**src/rtl/stream_bit_decoder_pkg.sv**
```systemverilog
// Shared definitions for the stream bit decoder.
//   log2()   : ceiling log2, used to size fill/pop/shift fields
//   status_t : registered status flags carried as one bundle
package stream_bit_decoder_pkg;

  function automatic int unsigned log2(input int unsigned v);
    int unsigned r;
    r = 0;
    for (int unsigned i = 0; i < 32; i++) begin
      if ((64'd1 << i) < 64'(v)) r = i + 1;
    end
    return r;
  endfunction

  typedef struct packed {
    logic full;
    logic half_full;
    logic ready;
    logic overflow;
    logic underflow;
  } status_t;

endpackage

```
**src/rtl/stream_bit_decoder_bit_buffer_shifter.sv**
```systemverilog
// bit_buffer_shifter: combinational logical right barrel shift of the bit buffer.
//   i_data  [BUF_W-1:0] : buffer contents, bit 0 = oldest bit
//   i_shamt [SH_W-1:0]  : number of bits to retire (pop plus any alignment skip)
//   o_data  [BUF_W-1:0] : shifted buffer, zero-filled from the top
module bit_buffer_shifter #(
  parameter int unsigned BUF_W = 32,
  parameter int unsigned SH_W  = 6
) (
  input  logic [BUF_W-1:0] i_data,
  input  logic [SH_W-1:0]  i_shamt,
  output logic [BUF_W-1:0] o_data
);

  logic [BUF_W-1:0] w_stage;

  // One stage per shift-amount bit; stages shifting by >= BUF_W clear the word.
  always_comb begin
    w_stage = i_data;
    for (int unsigned s = 0; s < SH_W; s++) begin
      if (i_shamt[s]) w_stage = w_stage >> (32'd1 << s);
    end
    o_data = w_stage;
  end

endmodule

```
**src/rtl/stream_bit_decoder.sv**
```systemverilog
// stream_bit_decoder: packs WIDTH_IN-bit words into a BUF_W-bit buffer and
// exposes the oldest WIDTH_OUT bits LSB-first, retiring 0..WIDTH_OUT per cycle.
// Optional feature macro: STREAM_BIT_DECODER_ALIGN_EN (adds align port and
// a modulo-ALIGN retired-bit counter).
//   clk       : rising-edge clock
//   rst       : asynchronous reset, active low
//   push, d   : append word d (bit 0 first) when full==0
//   full      : fill > BUF_W-WIDTH_IN
//   half_full : fill >= BUF_W/2
//   pop       : bits to retire this cycle
//   q         : oldest WIDTH_OUT bits, zero beyond fill
//   ready     : fill >= WIDTH_OUT
//   level     : fill in bits
//   overflow  : sticky, push while full
//   underflow : sticky, invalid pop or align skip beyond fill
//   align     : (ALIGN_EN) skip to the next ALIGN boundary after the pop
module stream_bit_decoder
  import stream_bit_decoder_pkg::*;
#(
  parameter int unsigned WIDTH_OUT   = 8,
  parameter int unsigned WIDTH_IN    = 8,
  parameter int unsigned DEPTH_WORDS = 4,
  parameter int unsigned ALIGN       = 8
) (
  input  logic                                    clk,
  input  logic                                    rst,
  input  logic                                    push,
  input  logic [WIDTH_IN-1:0]                     d,
  output logic                                    full,
  output logic                                    half_full,
  input  logic [log2(WIDTH_OUT):0]                pop,
  output logic [WIDTH_OUT-1:0]                    q,
  output logic                                    ready,
  output logic [log2(WIDTH_IN*DEPTH_WORDS):0]     level,
  output logic                                    overflow,
  output logic                                    underflow
`ifdef STREAM_BIT_DECODER_ALIGN_EN
  ,
  input  logic                                    align
`endif
);

  localparam int unsigned BUF_W          = WIDTH_IN * DEPTH_WORDS;
  localparam int unsigned LOG2_WIDTH_OUT = log2(WIDTH_OUT);
  localparam int unsigned LOG2_BUF_W     = log2(BUF_W);
  localparam int unsigned FW             = LOG2_BUF_W + 1;

  if (BUF_W < WIDTH_OUT + WIDTH_IN || ALIGN > BUF_W || ALIGN == 0 ||
      (ALIGN & (ALIGN - 1)) != 0) begin : g_bad_cfg
    $error("stream_bit_decoder: illegal parameter combination");
  end

  logic [BUF_W-1:0] r_buf;
  logic [FW-1:0]    r_fill;
  status_t          r_st;

  logic [FW-1:0]    w_pop;
  logic             w_pop_ok;
  logic [FW-1:0]    w_shift_pop;
  logic [FW-1:0]    w_fill_pop;
  logic [FW-1:0]    w_shift_aln;
  logic             w_aln_bad;
  logic [FW-1:0]    w_shamt;
  logic [FW-1:0]    w_fill_mid;
  logic             w_push_ok;
  logic [BUF_W-1:0] w_shifted;
  logic [BUF_W-1:0] w_ins;
  logic [BUF_W-1:0] w_buf_next;
  logic [FW-1:0]    w_fill_next;
  status_t          w_st_next;

  assign w_pop       = FW'(pop);
  assign w_pop_ok    = (w_pop <= r_fill) && (w_pop <= FW'(WIDTH_OUT));
  assign w_shift_pop = w_pop_ok ? w_pop : '0;
  assign w_fill_pop  = r_fill - w_shift_pop;

`ifdef STREAM_BIT_DECODER_ALIGN_EN
  localparam logic [FW-1:0] AMASK = FW'(ALIGN - 1);

  logic [FW-1:0] r_cnt;
  logic [FW-1:0] w_cnt_pop;
  logic [FW-1:0] w_skip;

  // The skip is measured from the counter as it stands after this cycle's pop.
  always_comb begin
    w_cnt_pop   = (r_cnt + w_shift_pop) & AMASK;
    w_skip      = (FW'(ALIGN) - w_cnt_pop) & AMASK;
    w_shift_aln = '0;
    w_aln_bad   = 1'b0;
    if (align) begin
      if (w_skip <= w_fill_pop) w_shift_aln = w_skip;
      else                      w_aln_bad   = 1'b1;
    end
  end

  always_ff @(posedge clk or negedge rst) begin
    if (!rst) r_cnt <= '0;
    else      r_cnt <= (r_cnt + w_shamt) & AMASK;
  end
`else
  assign w_shift_aln = '0;
  assign w_aln_bad   = 1'b0;
`endif

  // Pop and alignment skip collapse into a single shift; both are bounded by
  // the registered fill, so the total never exceeds BUF_W.
  assign w_shamt    = w_shift_pop + w_shift_aln;
  assign w_fill_mid = w_fill_pop - w_shift_aln;

  bit_buffer_shifter #(
    .BUF_W (BUF_W),
    .SH_W  (FW)
  ) u_shifter (
    .i_data  (r_buf),
    .i_shamt (w_shamt),
    .o_data  (w_shifted)
  );

  // Bits at/above fill are always zero, so the new word can be OR-ed in.
  assign w_push_ok = push && !r_st.full;
  assign w_ins     = BUF_W'(d) << w_fill_mid;

  always_comb begin
    w_buf_next            = w_shifted | (w_push_ok ? w_ins : '0);
    w_fill_next           = w_fill_mid + (w_push_ok ? FW'(WIDTH_IN) : '0);
    w_st_next.full        = w_fill_next > FW'(BUF_W - WIDTH_IN);
    w_st_next.half_full   = w_fill_next >= FW'(BUF_W / 2);
    w_st_next.ready       = w_fill_next >= FW'(WIDTH_OUT);
    w_st_next.overflow    = r_st.overflow | (push & r_st.full);
    w_st_next.underflow   = r_st.underflow | ~w_pop_ok | w_aln_bad;
  end

  always_ff @(posedge clk or negedge rst) begin
    if (!rst) begin
      r_buf  <= '0;
      r_fill <= '0;
      r_st   <= '0;
    end else begin
      r_buf  <= w_buf_next;
      r_fill <= w_fill_next;
      r_st   <= w_st_next;
    end
  end

  assign q         = r_buf[WIDTH_OUT-1:0];
  assign level     = r_fill;
  assign full      = r_st.full;
  assign half_full = r_st.half_full;
  assign ready     = r_st.ready;
  assign overflow  = r_st.overflow;
  assign underflow = r_st.underflow;

  logic w_unused;
  assign w_unused = ^{LOG2_WIDTH_OUT[0]};

endmodule

```
**config.mk**
```make
export PLATFORM = sky130hd
export DESIGN_NAME = stream_bit_decoder
export DESIGN_NICKNAME = d
export VERILOG_FILES = /design/src/rtl/stream_bit_decoder_pkg.sv /design/src/rtl/stream_bit_decoder_bit_buffer_shifter.sv /design/src/rtl/stream_bit_decoder.sv
export SDC_FILE = /design/constraint.sdc
export NUM_CORES = 1
export LEC_CHECK = 0
export ABC_CLOCK_PERIOD_IN_PS = 11800
export BUFFER_PORTS_ARGS = -buffer_cell sky130_fd_sc_hd__buf_2
export CAP_MARGIN = 25
export CORE_UTILIZATION = 47
export CTS_BUF_LIST = sky130_fd_sc_hd__clkbuf_8 sky130_fd_sc_hd__clkbuf_16
export DETAILED_ROUTE_END_ITERATION = 7
export GPL_TIMING_DRIVEN = 0
export SKIP_CTS_REPAIR_TIMING = 1
export SYNTH_ARGS = -nofsm -noshare
export SYNTH_HDL_FRONTEND = slang
export SYNTH_SLANG_ARGS = --single-unit
```
**constraint.sdc**
```tcl
create_clock -name clk -period 11.8 [get_ports clk]
set_input_delay 2.36 -clock clk [delete_from_list [all_inputs] [get_ports clk]]
set_output_delay 2.36 -clock clk [all_outputs]
set_load 0.01 [all_outputs]
```
# Yosys cells after proc, flatten, opt, wreduce, memory -nomap -nowiden
# Index checks and enable logic that the tools add are counted.
[totals] elab_cells=32 ff_bits=43 output_inout_bits=19 input_bits=15
[classes] n_addsub=2 shift=1 n_lt_le_gt_ge=5 muxes=9 n_reduce_logical=3 bitwise_logic=5
[ops] cell="2-to-1 mux 32 bit" count=7
[ops] cell="bitwise OR 32 bit" count=1
[ops] cell="<< shifter 8 x 6 -> 32 bit" count=1
[ops] cell="2-to-1 mux 4 bit" count=2
[ops] cell="adder 6 x 4 -> 6 bit" count=1
[ops] cell="greater-or-equal comparator 6 x 4 -> 1 bit (second input constant)" count=1
[ops] cell="greater-or-equal comparator 6 x 5 -> 1 bit (second input constant)" count=1
[ops] cell="greater-than comparator 6 x 5 -> 1 bit (second input constant)" count=1
[ops] cell="<= comparator 4 x 6 -> 1 bit" count=1
[ops] cell="subtractor 6 x 4 -> 6 bit" count=1
[ops] cell="<= comparator 4 bit (second input constant)" count=1
[ops] cell="logical AND 1 bit" count=2
[ops] cell="bitwise OR 1 bit" count=2
[ops] cell="bitwise AND 1 bit" count=1
[ops] cell="zero test 1 bit" count=1
[ops] cell="inverter 1 bit" count=1

# Longest topological paths before layout
# Gate-level depths: netlist of the first run.
[depth] depth_word=10 depth_mapped=21 mapped_depth_nobuf=16

# Cells and area by module
# Synthesis of the first run repeated with hierarchy kept, for this count alone.
[hier_totals] cells_unflattened=420 area_unflattened_um2=4232.8
[modules_own_cells] mod="stream_bit_decoder" area_each_um2=2516.2 instances=1 cells_per_inst=233 seq_area_each_um2=1076.0
[modules_own_cells] mod="bit_buffer_shifter" area_each_um2=1716.6 instances=1 cells_per_inst=187 seq_area_each_um2=0.0

# Worst setup path before layout of the first run
# Ideal clock, no wire load.
[synth_path] path_type="input port to flip-flop" start="input port pop[0]" end="register r_st (netlist bit ready)" slack_ns=5.443 path_stages=21 t_required_ns=11.669 setup_ns=0.131 path_buffers=6 arrival_time_ns=6.225 cell_sequence="buf_4 buf_2 inv_1 ha_1 and4_1 clkbuf_1 o211a_1 a21o_4 inv_2 buf_2 ha_1 and3b_1 o21a_1 or2_2 clkbuf_1 inv_1 buf_2 ha_1 nand2_1 xor2_1 or3_1"
[synth_lines] element="start, declared" line="stream_bit_decoder.sv:31" text="input logic [log2(WIDTH_OUT):0] pop,"
[synth_lines] element="end signal, assigned" line="stream_bit_decoder.sv:141" text="r_st <= w_st_next;"
[synth_lines] element="end, declared" line="stream_bit_decoder.sv:55" text="status_t r_st;"

==> results summary, run 1 <==
The DRC marker count from the first detailed-route iteration is 600. After synthesis, the cell types taking the most area are sky130_fd_sc_hd__dfrtp_1 (24%), sky130_fd_sc_hd__mux2i_1 (10%), sky130_fd_sc_hd__o211ai_1 (5.2%). The number of clock sinks came out at 43. The antenna violation net count after detailed routing came out at 0. The number of cells produced by synthesis is 570. The die span in x came out at 100 um. The combinational fraction of design power is 72.3%. The die covers 10000 um2. The number of antenna violations at the first check in global routing is 0. The source-to-sink clock delay at the later pin of the worst-skew pair came out at 0.32 ns. The total of endpoints with negative setup slack in the final report came out at 0. The worst setup path is of the in2reg kind. The net switching power of the design is 0.902 mW. The wire length per cell is 22.9 um. The combined area of all synthesized cells came out at 4520 um2. The final-report max-slew violation count is 0. The number of primary I/O pins came out at 34. The portion of the post-synthesis area used by sequential elements is 23.8%. The clock network fraction of total power is 7.9%. Ranked by instance count, the synthesized netlist is headed by sky130_fd_sc_hd__mux2i_1 (45), sky130_fd_sc_hd__dfrtp_1 (43), sky130_fd_sc_hd__nand2_1 (43). The region available for standard cell placement spans 9280 um2. In the post-synthesis netlist, the cell with the most instances is sky130_fd_sc_hd__mux2i_1. The maximum buffer depth of the clock tree came out at 2. The pre-CTS setup slack is 4.53 ns. The main combinational cell family by area after synthesis is compound AO/OA/AOI/OAI gates. Summed over all instances, the cell type with the most area after synthesis is sky130_fd_sc_hd__dfrtp_1. The post-synthesis net count came out at 596. The final global-route overflow total is 0.

Setup repair after global routing left no endpoint under its margin. Input and output buffers added on the ports amount to 33. The XOR/XNOR share of the synthesized area came out at 0.775%.

Clock tree synthesis inserted a total of 5 buffers. For the pin with the worst max-slew slack, the measured transition is 1.03 ns. The power density over the cells is 321 nW/um2. The sequential cell area came out at 1080 um2. The fraction of synthesized area in multiplexers is 11.8%. The final clock skew came out at 0.0219 ns. Yosys mapped the design onto 71 distinct sky130hd cell types. The overall fraction of global-route tracks in use came out at 35.2%. The initialized floorplan defines 35 standard-cell rows. The repair_antennas step left the layout with diodes totalling 0.

The least setup slack across all paths after layout is 4.78 ns. The count of nets after finishing is 637. The predominant post-synthesis flop cell is sky130_fd_sc_hd__dfrtp_1. The tree is rooted in a sky130_fd_sc_hd__clkbuf_8. The final weighted congestion of routability-driven global placement came out at 0.944.

The area used by multi-input combinational logic came out at 3000 um2. STA classifies the critical path startpoint as an input pin. The biggest fanout along the worst timing path is 11.

The post-synthesis adder-cell area fraction is 3.21%. The fraction of power spent switching nets came out at 56.5%. Of the total synthesized cell area, the portion taken by AND, OR, NAND and NOR gates is 18.5%. The final period utilization is 59.5%.

The largest vdd supply drop came out at 0.237 mV. The share of layout cells above drive strength 1 is 16.2%. The flow ran to the end, and the final reports show no timing, DRC or antenna violations. TritonCTS built the clock tree.

The number of global-route vias before repair came out at 4793. The initial cell density of the core is 48.7%. Headroom to the max-slew limit came out at 29.5%. Using the TritonRoute via totals, the vias-per-cell ratio works out to 6.63. The routed design has 17000 um of wire. The endpoint arrival time on the critical path is 7.22 ns.

The proportion of netlist area held by the largest area contributor is 23.8%. The number of detailed-route iterations in the first pass is 5. After clock tree synthesis, the clock-pin slew on the worst setup and hold paths is 0.10 ns. The global-route wire length before repair is 26700 um. The height of the die is 100 um.

At the worst endpoint, the required time is 12.00 ns. The residual DRC count is 0. The tightest min-delay check is of the reg2reg type. CTS built an H-tree with a depth of 2.

The count of flip-flops with a built-in enable after synthesis came out at 0. Counting the fill cells in the layout gives 919. Static timing analysis puts the maximum clock frequency at 142 MHz.

The static power due to leakage is 2.10 nW. The final-layout setup total negative slack is 0 ns. The total of max-cap violations came out at 0. The maximum number of pins on one net before global-route repair is 44. The relative area change from synthesis to final layout came out at 10.2%.

The synthesis warning total is 0. After synthesis, the mean cell area works out to 7.93 um2. The flip-flop and latch count after synthesis is 43.

The proportion of register bits with asynchronous set or reset after synthesis is 100%. For this block, the via count after detailed routing is 4916. The HPWL after detailed placement is 13100 um. The final critical path time including I/O delays and setup is 7.02 ns. The type of element capturing the critical path is a flop. Registers are responsible for 19.8% of the overall power.

The hold violation total from the final report came out at 0. The internal portion of the total power is 0.695 mW. The synthesized netlist devotes 32.2% of its cell area to compound gates.
[flip-flops by register name, summed over array words and instances (netlist names)]
register and flops:
r_buf 32, level 6, full 1, half_full 1, overflow 1, ready 1
underflow 1
[per-layer routing]
| metal | wire [um] | vias to the layer above | share of wire, % | track usage, % |
|---|---|---|---|---|
| li1 | - | 2236 | - | - |
| met1 | 7020 | 2325 | 41 | 46.8 |
| met2 | 7720 | 296 | 45 | 56.0 |
| met3 | 1600 | 59 | 9.4 | 6.96 |
| met4 | 642 | 0 | 3.8 | 14.8 |
| met5 | 0 | - | 0 | 0 |
[power by group through the flow]
| stage | clock network, mW | registers, mW | logic [mW] |
|---|---|---|---|
| after floorplan | 0 | 0.285 | 0.800 |
| after global placement | 0 | 0.316 | 1.11 |
| after detailed placement | 0 | 0.316 | 1.12 |
| after CTS | 0.124 | 0.313 | 1.12 |
| after global routing | 0.130 | 0.326 | 1.24 |
| final | 0.126 | 0.317 | 1.15 |
[cell usage in the layout, fill, tap and decap left out, types with 5 or more instances in the layout]
master | Yosys | routed
sky130_fd_sc_hd__buf_2 | 20 | 53
sky130_fd_sc_hd__mux2i_1 | 45 | 45
sky130_fd_sc_hd__nand2_1 | 43 | 43
sky130_fd_sc_hd__dfrtp_1 | 43 | 43
sky130_fd_sc_hd__nor2_1 | 41 | 41
sky130_fd_sc_hd__a21oi_1 | 38 | 38
sky130_fd_sc_hd__inv_1 | 36 | 36
sky130_fd_sc_hd__o211ai_1 | 31 | 31
sky130_fd_sc_hd__a211oi_1 | 21 | 21
sky130_fd_sc_hd__o21ai_0 | 20 | 20
sky130_fd_sc_hd__or3_1 | 18 | 18
sky130_fd_sc_hd__clkbuf_1 | 17 | 17
sky130_fd_sc_hd__buf_4 | 16 | 16
sky130_fd_sc_hd__nand3_1 | 16 | 16
sky130_fd_sc_hd__nor3_1 | 12 | 12
sky130_fd_sc_hd__ha_1 | 10 | 10
sky130_fd_sc_hd__a32oi_1 | 9 | 9
sky130_fd_sc_hd__a22oi_1 | 8 | 8
sky130_fd_sc_hd__o22ai_1 | 8 | 8
sky130_fd_sc_hd__a221oi_1 | 8 | 8
sky130_fd_sc_hd__a2111oi_0 | 8 | 8
sky130_fd_sc_hd__o21a_1 | 6 | 6
sky130_fd_sc_hd__mux2_2 | 6 | 6
sky130_fd_sc_hd__nor2b_1 | 5 | 5
sky130_fd_sc_hd__a21o_1 | 5 | 5
sky130_fd_sc_hd__clkbuf_8 | 0 | 5
[worst paths after layout]
kind | from | end | slack [ns] | cells past startpoint
hold reg to reg | overflow | overflow | 0.46 | 1
setup reg to reg | level[1] | r_buf[8] | 6.77 | 15
min in group asynchronous | rst | r_buf[22] | 1.85 | 1
hold / removal | overflow | overflow | 0.46 | 1
setup / recovery | pop[0] | ready | 4.78 | 22
max in group asynchronous | rst | r_buf[16] | 9.45 | 2
[final cells by class]
cell class	count	area share, %
Clock inverter	3	0.880
Clock buffer	5	1.38
Buffer	55	6.01
Multi-Input combinational cell	435	60.4
Sequential cell	43	21.6
Tap cell	129	3.24
Timing Repair Buffer	34	3.72
Inverter	37	2.79
[kinds of logic after synthesis]
kind of cell | count (synthesis)
AOI/OAI and AO/OA | 200
and+or+nand+nor | 168
DFF | 43
xor gates and xnor gates | 4
muxes | 52
adders and majority gates | 11
buffers and inverters | 92
[per-stage QoR]
stage          hold slack (ns)  std cells  util (%)  power [mW]  instance area [um2]
2_1_floorplan            0.493        570         -        1.08                 4520
3_5_place_dp             0.440        732      52.2        1.43                 4840
6_report                 0.463        741      53.6        1.60                 4980
5_1_grt                  0.478        741      53.6        1.70                 4980
4_1_cts                  0.462        740      53.4        1.56                 4960
3_3_place_gp             0.437        732      52.2        1.43                 4840
[critical path, cell delays in order]
cell	delay, ns
sky130_fd_sc_hd__buf_2	0.12
sky130_fd_sc_hd__buf_4	0.19
sky130_fd_sc_hd__buf_2	0.29
sky130_fd_sc_hd__inv_1	0.10
sky130_fd_sc_hd__ha_1	0.32
sky130_fd_sc_hd__and4_1	0.22
sky130_fd_sc_hd__clkbuf_1	0.17
sky130_fd_sc_hd__o211a_1	0.24
sky130_fd_sc_hd__a21o_4	0.22
sky130_fd_sc_hd__inv_2	0.21
sky130_fd_sc_hd__buf_2	0.35
sky130_fd_sc_hd__ha_1	0.31
sky130_fd_sc_hd__and3b_1	0.20
sky130_fd_sc_hd__o21a_1	0.22
sky130_fd_sc_hd__or2_2	0.29
sky130_fd_sc_hd__clkbuf_1	0.16
sky130_fd_sc_hd__inv_1	0.16
sky130_fd_sc_hd__buf_2	0.26
sky130_fd_sc_hd__ha_1	0.22
sky130_fd_sc_hd__nand2_1	0.07
sky130_fd_sc_hd__xor2_1	0.18
sky130_fd_sc_hd__or3_1	0.36
(Power assumes the default switching activity.)
==> run 2: changes to the inputs <==
--- a/config.mk
+++ b/config.mk
@@ -5,13 +5,14 @@
 export SDC_FILE = /design/constraint.sdc
 export NUM_CORES = 1
 export LEC_CHECK = 0
-export ABC_CLOCK_PERIOD_IN_PS = 11800
+export ABC_CLOCK_PERIOD_IN_PS = 5800
 export BUFFER_PORTS_ARGS = -buffer_cell sky130_fd_sc_hd__buf_2
 export CAP_MARGIN = 25
 export CORE_UTILIZATION = 47
 export CTS_BUF_LIST = sky130_fd_sc_hd__clkbuf_8 sky130_fd_sc_hd__clkbuf_16
 export DETAILED_ROUTE_END_ITERATION = 7
 export GPL_TIMING_DRIVEN = 0
+export PLACE_DENSITY = 0.67
 export SKIP_CTS_REPAIR_TIMING = 1
 export SYNTH_ARGS = -nofsm -noshare
 export SYNTH_HDL_FRONTEND = slang
==> constraint.sdc (replaced) <==
create_clock -name clk -period 5.8 [get_ports clk]
set_input_delay 1.16 -clock clk [delete_from_list [all_inputs] [get_ports clk]]
set_output_delay 1.16 -clock clk [all_outputs]
set_load 0.01 [all_outputs]
==> run 2 against run 1 <==
  * Non-clock buffer count is 1 higher
  * Register-to-register slack worse by 5.9 ns
  * Via count is 3.6% higher
  * Sequential power is 110% higher
  * Combinational power is 100% higher
  * Clock-buffer cell count stayed put
  * First-iteration DRC count is 5.3% higher
  * Cell area hardly changed
  * Clock skew is 0.015 ns lower
  * Sequential cell count stayed put
  * Power is 100% higher
  * Critical path type unchanged
  * Critical endpoint unchanged
  * Largest power group unchanged
==> results summary, run 2 (same netlist as run 1, synthesis figures left out) <==
The number of antenna violations at the first check in global routing came out at 0 (unchanged). The capture endpoint of the worst hold path was overflow (unchanged). The number of H-tree levels is 2 (unchanged). The final critical path time including I/O delays and setup came out at 5.71 ns. The total of max-cap violations came to 0 (unchanged). The overall fraction of global-route tracks in use is 34.5% (was 35.2%). The final-layout setup total negative slack is 0 ns (unchanged). The maximum buffer depth of the clock tree is 2 (unchanged).

The static power due to leakage came out at 2.10 nW (about the same). The worst hold-check slack came out at 0.456 ns (was 0.463 ns). The worst hold path cell count was 1 (unchanged). The DRC marker count from the first detailed-route iteration was 632 (was 600). The CTS buffer count was 5 (unchanged). Commonest cells after routing, fill and taps aside: sky130_fd_sc_hd__buf_2 (52), sky130_fd_sc_hd__mux2i_1 (45), sky130_fd_sc_hd__nand2_1 (43), sky130_fd_sc_hd__dfrtp_1 (43), sky130_fd_sc_hd__nor2_1 (41) (was sky130_fd_sc_hd__buf_2 (53), sky130_fd_sc_hd__mux2i_1 (45), sky130_fd_sc_hd__nand2_1 (43), sky130_fd_sc_hd__dfrtp_1 (43), sky130_fd_sc_hd__nor2_1 (41)). The final-report max-slew violation count was 0 (unchanged). The pre-CTS setup slack is -0.228 ns (was 4.53 ns).

The highest cell delay on the worst timing path is 0.36 ns (about the same). The post-route non-filler standard cell count came out at 742 (was 741). The type of the worst setup path was in2reg (unchanged). The relative area change from synthesis to final layout was 10.1% (was 10.2%). The die area came out at 10000 um2 (unchanged). The final HPWL from detailed placement came to 12900 um (was 13100 um). The biggest fanout along the worst timing path came out at 11 (unchanged). The worst slew slack as a fraction of its limit is 29.8% (was 29.5%). The power density over the cells was 644 nW/um2 (was 321 nW/um2). The largest vdd supply drop is 0.575 mV (was 0.237 mV). The kind of path behind the tightest hold check is reg2reg (unchanged). The met3 routed wirelength came to 1990 um (was 1600 um).

The antenna violation net count after detailed routing came out at 0 (unchanged). The core region area is 9280 um2 (unchanged). The total of endpoints with negative setup slack in the final report came out at 0 (unchanged). The final weighted congestion of routability-driven global placement came out at 0.995 (was 0.944). The number of global-route vias before repair is 4742 (was 4793).

The initial cell density of the core is 48.7% (unchanged). The detailed route wirelength on metal2 came to 7360 um (was 7720 um). The CTS tree was built (unchanged). The uppermost layer routed is met4 (unchanged). The cell family contributing the most delay on the critical path is buffers and inverters (unchanged). The highest achievable clock rate came out at 175 MHz. The category of the worst setup path launch point is an input pin (unchanged). The number of clock sinks is 43 (unchanged). The source of the worst register-to-register timing path was level[1] (unchanged). The source-to-sink clock delay at the later pin of the worst-skew pair is 0.30 ns (was 0.32 ns). The number of placement rows is 35 (unchanged). The capture point of the worst reg-to-reg path is ready (was r_buf[8]). The cell with the largest stage delay on the worst path was sky130_fd_sc_hd__or3_1 (unchanged).

The final instance area came out at 4970 um2 (was 4980 um2). The die span in x came out at 100 um (unchanged). The residual DRC count came out at 0 (unchanged).

The length in cells of the worst reg-to-reg path is 19 (was 15). The transition time at the pin with the least slew margin came out at 1.03 ns (about the same). Setup repair after global routing missed its margin: yes (was no). The hold violation total from the final report was 0 (unchanged). The routed length on met1 came out at 6880 um (was 7020 um). The number of primary I/O pins came out at 34 (unchanged). The wire length per cell came out at 22.6 um (was 22.9 um). The total vias in the final route came to 5095 (was 4916).

The clock transition at the registers of the reported paths came out at 0.09 ns (was 0.10 ns). The cell at the root of the clock tree was sky130_fd_sc_hd__clkbuf_8 (unchanged). The number of filler instances in the final layout was 910 (was 919). The register ranked first by flip-flop count is r_buf (unchanged). Run status: complete, no violations (unchanged). The least setup slack across all paths after layout came out at 0.0941 ns (was 4.78 ns).

The most frequent standard cell in the layout excluding fill and tap cells is sky130_fd_sc_hd__buf_2 (unchanged). The number of detailed-route iterations in the first pass was 6 (was 5). The hold path startpoint was overflow (unchanged). The required time of the worst setup path came out at 5.99 ns (was 12.00 ns). The number of antenna repair diodes came to 0 (unchanged). The final period utilization came out at 98.4%. The buffering stage count on the worst path with inverters included is 10 (unchanged). The reg-to-reg setup timing slack came out at 0.92 ns (was 6.77 ns). The final global-route overflow total came out at 0 (unchanged).

The count of nets after finishing is 638 (was 637). The total cell area at the placement stage is 4850 um2 (was 4840 um2). The total power of the final layout was 3.21 mW (was 1.60 mW). The final clock skew came out at 0.00648 ns (was 0.0219 ns). The number of buffers added on ports is 33 (unchanged). The via density per instance came out at 6.87 (was 6.63). The type of element capturing the critical path is a flop (unchanged).

The maximum number of pins on one net before global-route repair came out at 44 (unchanged). The endpoint arrival time on the critical path is 5.89 ns (was 7.22 ns). The flip-flop count of the largest register after layout came to 32 (unchanged). The height of the die was 100 um (unchanged). The global-route wire length before repair came to 26300 um (was 26700 um). The share of layout cells above drive strength 1 is 16.3% (was 16.2%). The routed wire length came out at 16800 um (was 17000 um). The total placed cells including tap cells came out at 733 (was 732). The share of the core filled with cells in the final layout came out at 53.6% (about the same).

Cells along the critical path: buf_2, buf_4, buf_2, inv_1, ha_1, and4_1, clkbuf_1, o211a_1, a21o_4, inv_2, buf_4, ha_1, and3b_1, o21a_1, or2_2, clkbuf_1, inv_1, buf_2, ha_1, nand2_1, xor2_1, or3_1 (was buf_2, buf_4, buf_2, inv_1, ha_1, and4_1, clkbuf_1, o211a_1, a21o_4, inv_2, buf_2, ha_1, and3b_1, o21a_1, or2_2, clkbuf_1, inv_1, buf_2, ha_1, nand2_1, xor2_1, or3_1).
run 2: final cells by class:
cell class	count	area, um2	area share (%)
Clock buffer	5	68.8	1.38
Buffer	55	302	6.06
Tap cell	129	161	3.25
Timing Repair Buffer	35	189	3.80
Inverter	37	139	2.79
Multi-Input combinational cell	435	3020	60.8
Clock inverter	3	16.3	0.327
Sequential cell	43	1080	21.6
run 2: routing by layer:
metal | global-route usage (%) | up-vias
met5 | 0 | -
met3 | 8.29 | 52
met1 | 46.8 | 2420
met2 | 52.5 | 362
li1 | - | 2261
met4 | 14.5 | 0
run 2: worst register-to-register path, cell delays in order, from the launching register on:
cell and delay [ns]:
sky130_fd_sc_hd__dfrtp_1 0.44, sky130_fd_sc_hd__inv_1 0.07, sky130_fd_sc_hd__ha_1 0.30, sky130_fd_sc_hd__nor2b_1 0.15
sky130_fd_sc_hd__o31ai_1 0.29, sky130_fd_sc_hd__buf_4 0.26, sky130_fd_sc_hd__a22o_2 0.26, sky130_fd_sc_hd__buf_2 0.32
sky130_fd_sc_hd__inv_1 0.19, sky130_fd_sc_hd__ha_1 0.37, sky130_fd_sc_hd__a21o_1 0.23, sky130_fd_sc_hd__o21a_1 0.21
sky130_fd_sc_hd__or2_2 0.30, sky130_fd_sc_hd__clkbuf_1 0.17, sky130_fd_sc_hd__inv_1 0.14, sky130_fd_sc_hd__buf_2 0.24
sky130_fd_sc_hd__ha_1 0.21, sky130_fd_sc_hd__nand2_1 0.07, sky130_fd_sc_hd__xor2_1 0.17, sky130_fd_sc_hd__or3_1 0.36
run 2: worst max path at each step:
stage                     startpoint  endpoint  depth (start not counted)
final                         pop[0]     ready                         22
after CTS                     pop[0]     ready                         22
after detailed placement      pop[0]     ready                         22
after floorplan               pop[0]     ready                         21
after global placement        pop[0]     ready                         22
after global routing          pop[0]     ready                         22
run 2: power by group:
part           internal [mW]  total (mW)  switching (mW)
sequential             0.443       0.655           0.212
combinational          0.854        2.35            1.50
clock                 0.0827       0.195           0.112
==> run 3: changes to the inputs <==
--- a/config.mk
+++ b/config.mk
@@ -6,7 +6,7 @@
 export NUM_CORES = 1
 export LEC_CHECK = 0
 export ABC_CLOCK_PERIOD_IN_PS = 5800
-export BUFFER_PORTS_ARGS = -buffer_cell sky130_fd_sc_hd__buf_2
+export BUFFER_PORTS_ARGS = -buffer_cell sky130_fd_sc_hd__buf_4
 export CAP_MARGIN = 25
 export CORE_UTILIZATION = 47
 export CTS_BUF_LIST = sky130_fd_sc_hd__clkbuf_8 sky130_fd_sc_hd__clkbuf_16
==> run 3 against run 2 <==
  * Cell area rose by 2.2%
  * Clock power rose by 45%
  * First-iteration DRC count fell by 16%
  * Clock skew rose by 0.0026 ns
  * Sequential power rose by 0.8%
  * Sequential share of layout area fell by 0.47 points
  * Non-clock buffer count fell by 1
  * Maximum frequency rose by 1.4%
  * Global-route usage rose by 0.22 points
  * Via count fell by 0.75%
  * Register-to-register slack improved by 0.03 ns
  * Critical path depth did not move
  * Largest cell class unchanged
  * Largest power group unchanged
  * Highest routed layer unchanged
==> results summary, run 3 (same netlist as run 1, synthesis figures left out) <==
Run status: complete, no violations (unchanged). The number of clock sinks came out at 43 (unchanged). The fraction of power spent switching nets was 55.1% (was 56.9%). The required time of the worst setup path was 5.98 ns (was 5.99 ns). The number of antenna violations at the first check in global routing came out at 0 (unchanged). The CTS tree was built (unchanged). The type of the worst setup path is in2reg (unchanged). The antenna violation net count after detailed routing is 0 (unchanged). The global-route wire length before repair is 26400 um (was 26300 um).

The final-layout setup total negative slack came out at 0 ns (unchanged). The core region area is 9280 um2 (unchanged). The final HPWL from detailed placement was 13000 um (was 12900 um). The final critical path time including I/O delays and setup is 5.63 ns (was 5.71 ns). The internal power is 1.50 mW (was 1.38 mW). The type of element capturing the critical path is a flop (unchanged). The length in cells of the worst reg-to-reg path came to 19 (unchanged). The capture point of the worst reg-to-reg path was ready (unchanged). The cell at the root of the clock tree is sky130_fd_sc_hd__clkbuf_8 (unchanged).

The biggest fanout along the worst timing path is 11 (unchanged). The routed wire length is 17000 um (was 16800 um). The flip-flop count of the largest register after layout came out at 32 (unchanged). Commonest cells after routing, fill and taps aside: sky130_fd_sc_hd__buf_4 (50), sky130_fd_sc_hd__mux2i_1 (45), sky130_fd_sc_hd__nand2_1 (43), sky130_fd_sc_hd__dfrtp_1 (43), sky130_fd_sc_hd__nor2_1 (41) (was sky130_fd_sc_hd__buf_2 (52), sky130_fd_sc_hd__mux2i_1 (45), sky130_fd_sc_hd__nand2_1 (43), sky130_fd_sc_hd__dfrtp_1 (43), sky130_fd_sc_hd__nor2_1 (41)). The share of layout cells above drive strength 1 came out at 16.5% (was 16.3%). The DRC marker count from the first detailed-route iteration is 533 (was 632). The number of antenna repair diodes is 0 (unchanged). The maximum buffer depth of the clock tree came out at 2 (unchanged).

The residual DRC count came out at 0 (unchanged). The power density over the cells is 657 nW/um2 (was 644 nW/um2). The least setup slack across all paths after layout is 0.173 ns (was 0.0941 ns). The total placed cells including tap cells is 733 (unchanged). The reg-to-reg setup timing slack came out at 0.95 ns (was 0.92 ns).

The kind of path behind the tightest hold check is reg2reg (unchanged). The number of filler instances in the final layout is 899 (was 910). The number of placement rows is 35 (unchanged). The relative area change from synthesis to final layout came out at 12.5% (was 10.1%).

The highest achievable clock rate is 178 MHz (was 175 MHz). The number of H-tree levels is 2 (unchanged). The hold path startpoint is overflow (unchanged). The source-to-sink clock delay at the later pin of the worst-skew pair came out at 0.30 ns (about the same). The sequential cell fraction of total power is 19.7% (was 20.4%).

The hold violation total from the final report was 0 (unchanged). The worst slew slack as a fraction of its limit is 28.0% (was 29.8%). The category of the worst setup path launch point was an input pin (unchanged). The capture endpoint of the worst hold path is overflow (unchanged). The number of buffers added on ports came to 33 (unchanged).

The final-report max-slew violation count is 0 (unchanged). The total power of the final layout came out at 3.34 mW (was 3.21 mW). The total cell area at the placement stage was 4930 um2 (was 4850 um2). The CTS buffer count came out at 5 (unchanged).

The register ranked first by flip-flop count is r_buf (unchanged). The via density per instance came to 6.82 (was 6.87). The overall fraction of global-route tracks in use is 34.7% (was 34.5%).

The most frequent standard cell in the layout excluding fill and tap cells is sky130_fd_sc_hd__buf_4 (was sky130_fd_sc_hd__buf_2). The number of primary I/O pins is 34 (unchanged). The combinational fraction of design power is 71.8% (was 73.5%). The post-route non-filler standard cell count is 741 (was 742). The largest vdd supply drop is 0.492 mV (was 0.575 mV). The pre-CTS setup slack is -0.182 ns (was -0.228 ns). The height of the die came out at 100 um (unchanged).

The number of global-route vias before repair is 4690 (was 4742). The initial cell density of the core was 48.7% (unchanged). The clock network fraction of total power came out at 8.5% (was 6.1%). The die area came out at 10000 um2 (unchanged). The total vias in the final route is 5057 (was 5095).

The endpoint arrival time on the critical path came out at 5.81 ns (was 5.89 ns). The final period utilization was 97.0% (was 98.4%). The transition time at the pin with the least slew margin came to 1.05 ns (was 1.03 ns). The source of the worst register-to-register timing path is level[1] (unchanged). The maximum number of pins on one net before global-route repair is 44 (unchanged). The die span in x was 100 um (unchanged).

The number of detailed-route iterations in the first pass came out at 5 (was 6). Setup repair after global routing missed its margin: no (was yes). The final clock skew came to 0.00913 ns (was 0.00648 ns). The wire length per cell is 22.9 um (was 22.6 um). The total of max-cap violations is 0 (unchanged).

The final instance area came out at 5080 um2 (was 4970 um2). The worst hold path cell count is 1 (unchanged). The net switching power of the design is 1.84 mW (was 1.82 mW). The clock transition at the registers of the reported paths came out at 0.08 ns (was 0.09 ns). The count of nets after finishing came out at 637 (was 638). The static power due to leakage came out at 2.15 nW (was 2.10 nW).

The final weighted congestion of routability-driven global placement came out at 0.977 (was 0.995). The total of endpoints with negative setup slack in the final report came to 0 (unchanged). The final global-route overflow total is 0 (unchanged).
## run 3: per-stage QoR
| step | hold WS, ns | util [%] |
|---|---|---|
| global placement | 0.441 | 53.1 |
| finish | 0.464 | 54.8 |
| CTS | 0.468 | 54.5 |
| detailed placement | 0.449 | 53.1 |
| floorplan | 0.493 | - |
| global route | 0.512 | 54.8 |
## run 3: how the worst max path moves through the flow
stage               startpoint  endpoint  slack (ns)  cells after the start
floorplan               pop[0]     ready        0.64                     21
global placement        pop[0]     ready       -0.18                     22
detailed placement      pop[0]     ready       -0.18                     22
CTS                     pop[0]     ready        0.12                     22
global route            pop[0]     ready       0.002                     22
finish                  pop[0]     ready        0.17                     22
## run 3: area by class of cell
cell class | instances | area, um2 | area share, %
repair buffers | 34 | 251 | 4.95
flip-flops and latches | 43 | 1080 | 21.2
clock inverters | 3 | 63.8 | 1.26
clock buffers | 5 | 68.8 | 1.35
multi-input cells | 435 | 3020 | 59.4
well taps | 129 | 161 | 3.17
inverters | 37 | 139 | 2.73
plain buffers | 55 | 305 | 6.01
## run 3: power by group through the flow
stage | Clock, mW | Combinational, mW | Sequential [mW]
global route | 0.293 | 2.57 | 0.671
floorplan | 0 | 1.63 | 0.579
finish | 0.283 | 2.40 | 0.660
detailed placement | 0 | 2.29 | 0.648
global placement | 0 | 2.26 | 0.649
CTS | 0.283 | 2.30 | 0.642
## run 3: per-layer routing
| layer | global-route usage (%) | vias up | wire length (um) |
|---|---|---|---|
| met3 | 7.52 | 66 | 1780 |
| met4 | 12.6 | 0 | 599 |
| met5 | 0 | - | 0 |
| met2 | 53.6 | 321 | 7350 |
| li1 | - | 2232 | - |
| met1 | 47.8 | 2438 | 7230 |
## run 3: critical path: stages
cell                       delay, ns
sky130_fd_sc_hd__buf_4          0.11
sky130_fd_sc_hd__buf_4          0.17
sky130_fd_sc_hd__clkbuf_4       0.24
sky130_fd_sc_hd__inv_1          0.09
sky130_fd_sc_hd__ha_1           0.31
sky130_fd_sc_hd__and4_1         0.20
sky130_fd_sc_hd__clkbuf_1       0.17
sky130_fd_sc_hd__o211a_1        0.25
sky130_fd_sc_hd__a21o_4         0.22
sky130_fd_sc_hd__inv_2          0.20
sky130_fd_sc_hd__buf_4          0.27
sky130_fd_sc_hd__ha_1           0.28
sky130_fd_sc_hd__and3b_1        0.21
sky130_fd_sc_hd__o21a_1         0.23
sky130_fd_sc_hd__or2_2          0.30
sky130_fd_sc_hd__clkbuf_1       0.16
sky130_fd_sc_hd__inv_1          0.14
sky130_fd_sc_hd__buf_2          0.24
sky130_fd_sc_hd__ha_1           0.22
sky130_fd_sc_hd__nand2_1        0.07
sky130_fd_sc_hd__xor2_1         0.18
sky130_fd_sc_hd__or3_1          0.36
